File: src/rtl/psi_pkg.sv
// rtl/psi_pkg.sv - shared types, defaults and helpers for the PSI pulse generator
package psi_pkg;

    localparam int PSI_WIDTH = 8;
    localparam logic [PSI_WIDTH-1:0] RESET_DIV_DEFAULT = 8'h7F;

    typedef enum logic [1:0] {
        IDLE = 2'd0,
        HIGH = 2'd1,
        LOW  = 2'd2
    } state_t;

    // A zero phase length is meaningless, so it runs as a single cycle.
    function automatic logic [PSI_WIDTH-1:0] clamp_nonzero(input logic [PSI_WIDTH-1:0] v);
        return (v == '0) ? PSI_WIDTH'(1) : v;
    endfunction

endpackage

File: src/rtl/psi_generator_if.sv
// rtl/psi_generator_if.sv - control and status bundle between the regulator and the PSI generator
interface psi_generator_if #(parameter int WIDTH = 8);

    logic             en;
    logic [WIDTH-1:0] divisor;
    logic [WIDTH-1:0] low_period;
    logic             PSI;
    logic             period_done;
    logic [WIDTH-1:0] div_active;
    logic             busy;

    modport master (
        output en, divisor, low_period,
        input  PSI, period_done, div_active, busy
    );

    modport slave (
        input  en, divisor, low_period,
        output PSI, period_done, div_active, busy
    );

endinterface

File: src/rtl/phase_counter.sv
// rtl/phase_counter.sv - loadable down-counter timing each PSI phase; tc flags the last cycle
module phase_counter #(
    parameter int WIDTH = 8
) (
    input  logic             clk,
    input  logic             rst,
    input  logic             load,
    input  logic [WIDTH-1:0] load_val,
    input  logic             dec,
    output logic             tc
);

    logic [WIDTH-1:0] cnt;

    always_ff @(posedge clk or negedge rst) begin
        if (!rst) begin
            cnt <= '0;
        end else if (load) begin
            cnt <= load_val;
        end else if (dec) begin
            cnt <= cnt - WIDTH'(1);
        end
    end

    assign tc = (cnt == '0);

endmodule

File: src/rtl/psi_generator.sv
// rtl/psi_generator.sv - PSI pulse generator: divisor-cycle high, low_period-cycle low, repeating
// Divisor and low period are latched only at period boundaries so pulses are never truncated.
module psi_generator
    import psi_pkg::*;
#(
    parameter int                   WIDTH     = PSI_WIDTH,
    parameter logic [WIDTH-1:0]     RESET_DIV = RESET_DIV_DEFAULT
) (
    input  logic            clk,
    input  logic            rst,
    psi_generator_if.slave  bus
);

    state_t           state;
    logic             psi_q;
    logic             period_done_q;
    logic             busy_q;
    logic [WIDTH-1:0] div_active_q;
    logic [WIDTH-1:0] low_active;

    logic [WIDTH-1:0] div_eff;
    logic [WIDTH-1:0] low_eff;
    logic             cnt_load;
    logic [WIDTH-1:0] cnt_load_val;
    logic             cnt_dec;
    logic             cnt_tc;

    assign div_eff = clamp_nonzero(bus.divisor);
    assign low_eff = clamp_nonzero(bus.low_period);

    // Counter is reloaded on every phase entry; otherwise it counts down inside a phase.
    always_comb begin
        cnt_load     = 1'b0;
        cnt_load_val = div_eff - WIDTH'(1);
        cnt_dec      = 1'b0;
        case (state)
            IDLE: cnt_load = bus.en;
            HIGH: begin
                if (cnt_tc) begin
                    cnt_load     = 1'b1;
                    cnt_load_val = low_active - WIDTH'(1);
                end else begin
                    cnt_dec = 1'b1;
                end
            end
            LOW: begin
                if (cnt_tc) cnt_load = bus.en;
                else        cnt_dec  = 1'b1;
            end
            default: ;
        endcase
    end

    phase_counter #(.WIDTH(WIDTH)) u_phase_counter (
        .clk      (clk),
        .rst      (rst),
        .load     (cnt_load),
        .load_val (cnt_load_val),
        .dec      (cnt_dec),
        .tc       (cnt_tc)
    );

    always_ff @(posedge clk or negedge rst) begin
        if (!rst) begin
            state         <= IDLE;
            psi_q         <= 1'b0;
            period_done_q <= 1'b0;
            busy_q        <= 1'b0;
            div_active_q  <= RESET_DIV;
            low_active    <= WIDTH'(1);
        end else begin
            period_done_q <= 1'b0;
            case (state)
                IDLE: begin
                    if (bus.en) begin
                        state        <= HIGH;
                        psi_q        <= 1'b1;
                        busy_q       <= 1'b1;
                        div_active_q <= div_eff;
                        low_active   <= low_eff;
                    end
                end
                HIGH: begin
                    if (cnt_tc) begin
                        state <= LOW;
                        psi_q <= 1'b0;
                    end
                end
                LOW: begin
                    if (cnt_tc) begin
                        period_done_q <= 1'b1;
                        if (bus.en) begin
                            state        <= HIGH;
                            psi_q        <= 1'b1;
                            div_active_q <= div_eff;
                            low_active   <= low_eff;
                        end else begin
                            state  <= IDLE;
                            busy_q <= 1'b0;
                        end
                    end
                end
                default: begin
                    state  <= IDLE;
                    psi_q  <= 1'b0;
                    busy_q <= 1'b0;
                end
            endcase
        end
    end

    assign bus.PSI         = psi_q;
    assign bus.period_done = period_done_q;
    assign bus.busy        = busy_q;
    assign bus.div_active  = div_active_q;

endmodule
File: src/flat_wrapper.sv
// flat-port wrapper written by rule: the top's interface ports become plain ports
module psi_generator_flat import psi_pkg::*;
#(
    parameter int                   WIDTH     = PSI_WIDTH,
    parameter logic [WIDTH-1:0]     RESET_DIV = RESET_DIV_DEFAULT
)
  (clk, rst, bus_en, bus_divisor, bus_low_period, bus_PSI, bus_period_done, bus_div_active, bus_busy);
  psi_generator_if #(.WIDTH(WIDTH)) bus_i ();
  input  logic clk;
  input  logic rst;
  input wire logic [$bits(bus_i.en)-1:0] bus_en;
  input wire logic [$bits(bus_i.divisor)-1:0] bus_divisor;
  input wire logic [$bits(bus_i.low_period)-1:0] bus_low_period;
  output wire logic [$bits(bus_i.PSI)-1:0] bus_PSI;
  output wire logic [$bits(bus_i.period_done)-1:0] bus_period_done;
  output wire logic [$bits(bus_i.div_active)-1:0] bus_div_active;
  output wire logic [$bits(bus_i.busy)-1:0] bus_busy;
  assign bus_i.en = bus_en;
  assign bus_i.divisor = bus_divisor;
  assign bus_i.low_period = bus_low_period;
  assign bus_PSI = bus_i.PSI;
  assign bus_period_done = bus_i.period_done;
  assign bus_div_active = bus_i.div_active;
  assign bus_busy = bus_i.busy;
  psi_generator #(.WIDTH(WIDTH), .RESET_DIV(RESET_DIV)) u_core (.clk(clk), .rst(rst), .bus(bus_i));
endmodule
File: config.mk
export PLATFORM = sky130hd
export DESIGN_NAME = psi_generator_flat
export DESIGN_NICKNAME = d
export VERILOG_FILES = /design/src/rtl/psi_pkg.sv /design/src/rtl/psi_generator_if.sv /design/src/rtl/phase_counter.sv /design/src/rtl/psi_generator.sv /design/src/flat_wrapper.sv
export SDC_FILE = /design/constraint.sdc
export NUM_CORES = 1
export LEC_CHECK = 0
export CAP_MARGIN = 20
export CORE_MARGIN = 2
export CORE_UTILIZATION = 25
export DETAILED_ROUTE_END_ITERATION = 12
export MAX_ROUTING_LAYER = met4
export SYNTH_ARGS = -nofsm -noshare
export SYNTH_HDL_FRONTEND = slang
export SYNTH_SLANG_ARGS = --single-unit
File: constraint.sdc
create_clock -name clk -period 2.75 [get_ports clk]
set_clock_uncertainty 0.1 [all_clocks]
set_input_delay 0.55 -clock clk [delete_from_list [all_inputs] [get_ports clk]]
set_output_delay 0.55 -clock clk [all_outputs]
set_load 0.01 [all_outputs]
==> flow_summary.toml <==
[run_status]
outcome = "completed"

[finish]
drive_gt1_share_pct = 17.3
finish.instance_area_um2 = 2390
diodes = 0
fillers = 780
area_growth_pct = 29.6
fin_util_pct = 33.2
final_nets = 247

[synth]
synth_top_area_share_pct = 28.5
yosysMostFrequentCell = "dfrtp_1"
netlist_area_um2 = 1850
ys.flop_type = "dfrtp_1"
synth_top_family_by_area = "compound AO/OA/AOI/OAI gates"
ys_seq_area_share_pct = 39.8
synth_edf_count = 0
syn_nets = 205
syn_area_per_cell_um2 = 10.4
synth_mux_area_share_pct = 13.6
yosysUniqueCellTypes = 51
synth_common_cells = "21 x dfrtp_1, 13 x inv_1, 12 x a21oi_1"
yosys.area_share.xor_xnor_pct = 3.32
yosys_warnings = 0
yosysTopAreaCell = "dfrtp_1"
synth-seq-cells = 29
postSynthCellCount = 178
yosys.area_share.simple_pct = 16.1
synth_compound_area_share_pct = 17.2
yosys-top-cells-area = "dfrtp_1 28%, dfstp_2 11%, ha_1 5.4%, mux2_1 4.9%, mux2_2 4.9%"
async_reset_ff_share_pct = 100
synth-adder-area-share_pct = 5.42

[global_routing]
grt_max_degree = 30
grt_pass1_vias = 1541
grt_overflow = 0
antenna_found_initial = 0
grt_pass1_wl_um = 7440
globalRouteTotalUtil_pct = 11.6

[timing]
hold_ws_ns = 0.381
setup_tns_ns = 0
finalHoldViolations = 0
slew_viol_final = 0
slew_headroom_pct = 67.5
period_share_pct = 86.3
worst_pin_slew_ns = 0.481
fmax_mhz = 421
setup_viol = 0
fin_crit_ns = 2.37
rsz0062_at_grt = "no"

[clock_network]
numCtsBuffers = 5
cts_tree = "yes"
cts_root_buf = "clkbuf_8"
holdBufCountCts = 0
post_cts_buffers = 0
h-tree-depth = 2
post_cts_resize_count = 0
path_clk_slew_ns = 0.06
clk_path_buf_depth = 2
clock_latency_ns = 0.28
clock-sinks = 29

[route]
routed_wl_um = 4220
dr.pass1.iters = 5
ant_nets = 0
route.detailed.drc = 0
drt-met1-wl_um = 2010
wire_per_inst_um = 13.2
dr.max_layer_used = "met4"
dr_wl_met3_um = 129
vias = 1515
drtIter0Drc = 143
route.met2.wl_um = 2050
via_per_inst = 4.75

[pwr]
vdd_drop_max_mv = 0.452
p_leak_nw = 0.953
cellPowerDensity_nw_per_um2 = 901
power_mw = 2.16

[die]
placementRows = 31
dieArea_um2 = 8090
core-area_um2 = 7210
die_h_um = 90.0
dieWidth_um = 90.0
io_pins = 30
start_util_pct = 25.6

[worst_setup_path]
worstSetupEndpointType = "register"
startpoint = "bus_divisor[1]"
cpMaxStageDelayCell = "clkdlybuf4s50_1"
cp.arrival_ns = 2.47
r2r-start = "u_core.state[1]"
crit_chain = "clkdlybuf4s50_1 -> nor3_1 -> a21oi_1 -> ha_1 -> nor3b_1 -> xor2_1 -> mux2i_1 -> a21oi_1"
crit_top_cell = "a21oi_1"
required_ns = 2.84
cpPeakStageDelay_ns = 0.57
critPathLaunchType = "primary input"
path_max_fanout = 6
critical_path_class = "in2reg"

[placement]
io_buffers = 29
place_congestion = 0.885
place_hpwl_um = 3230
place_area_um2 = 2310

[run]
cap_viol_max_count = 0

[worst_hold_path]
hold_path_class = "reg2reg"
min_from = "u_core.bus.div_active[0]"
==> path summary, 6_finish.rpt <==
check | end | slack [ns] | depth (start not counted)
hold reg to reg | u_core.bus.div_active[0] | 0.38 | 2
hold / removal | u_core.bus.div_active[0] | 0.38 | 2
setup / recovery | u_core.u_phase_counter.cnt[4] | 0.38 | 8
min in group asynchronous | u_core.u_phase_counter.cnt[3] | 0.57 | 2
setup reg to reg | u_core.u_phase_counter.cnt[5] | 0.52 | 6
max in group asynchronous | u_core.bus.div_active[3] | 1.66 | 2
==> metrics by stage <==
step | worst slack [ns] | cells
floorplan | 0.622 | 178
global placement | 0.189 | 312
detailed placement | 0.0843 | 312
CTS | 0.374 | 319
global route | 0.223 | 319
finish | 0.377 | 319
==> cell usage in the layout, fill, tap and decap left out, types with 7 or more instances in the layout <==
cell type	instances
a21oi_1	12
buf_4	11
clkdlybuf4s50_1	29
dfrtp_1	21
dfstp_2	8
ha_1	8
inv_1	13
mux2_1	8
mux2_2	8
mux2i_1	7
o21ai_0	8
==> metal layers <==
layer  global-route usage [%]  up-vias
li1                         -      753
met1                     14.3      728
met2                     19.2       27
met3                     2.60        7
met4                     3.08        0
met5                        -        -
==> kinds of logic after synthesis <==
family | after synthesis
AOI/OAI and AO/OA | 48
and+or+nand+nor | 45
DFF | 29
muxes | 23
buffers and inverters | 18
adders and majority gates | 8
xor gates and xnor gates | 7
==> final cells by class <==
type | instances | area [um2] | share of cell area (%)
sequential | 29 | 736 | 30.7
inverter | 13 | 48.8 | 2.04
clock buffer | 7 | 86.3 | 3.61
multi-input combinational | 131 | 1030 | 42.9
tap | 99 | 124 | 5.18
timing repair buffer | 40 | 373 | 15.6
==> sequential cells by signal, indices dropped and copies added (netlist names) <==
register                    count
u_core.state                    2
u_core.bus.busy                 1
u_core.u_phase_counter.cnt      8
u_core.low_active               8
u_core.bus.PSI                  1
u_core.bus.period_done          1
u_core.bus.div_active           8
==> critical path, delay by kind of cell <==
kind / cells / cell delay (ns)
mux: 1 / 0.09
xor+xnor: 1 / 0.17
fa+ha+maj: 1 / 0.25
compound gates: 2 / 0.44
buf+inv: 1 / 0.57
simple gates: 2 / 0.38
==> report_power, final <==
| group | total (mW) | internal, mW | switching [mW] | leakage, nW |
|---|---|---|---|---|
| Combinational | 0.938 | 0.509 | 0.429 | 0.575 |
| Clock | 0.356 | 0.198 | 0.157 | 0.0443 |
| Sequential | 0.862 | 0.664 | 0.198 | 0.334 |
| Total | 2.16 | 1.37 | 0.784 | 0.953 |
Power figures use the tool's default switching activity.
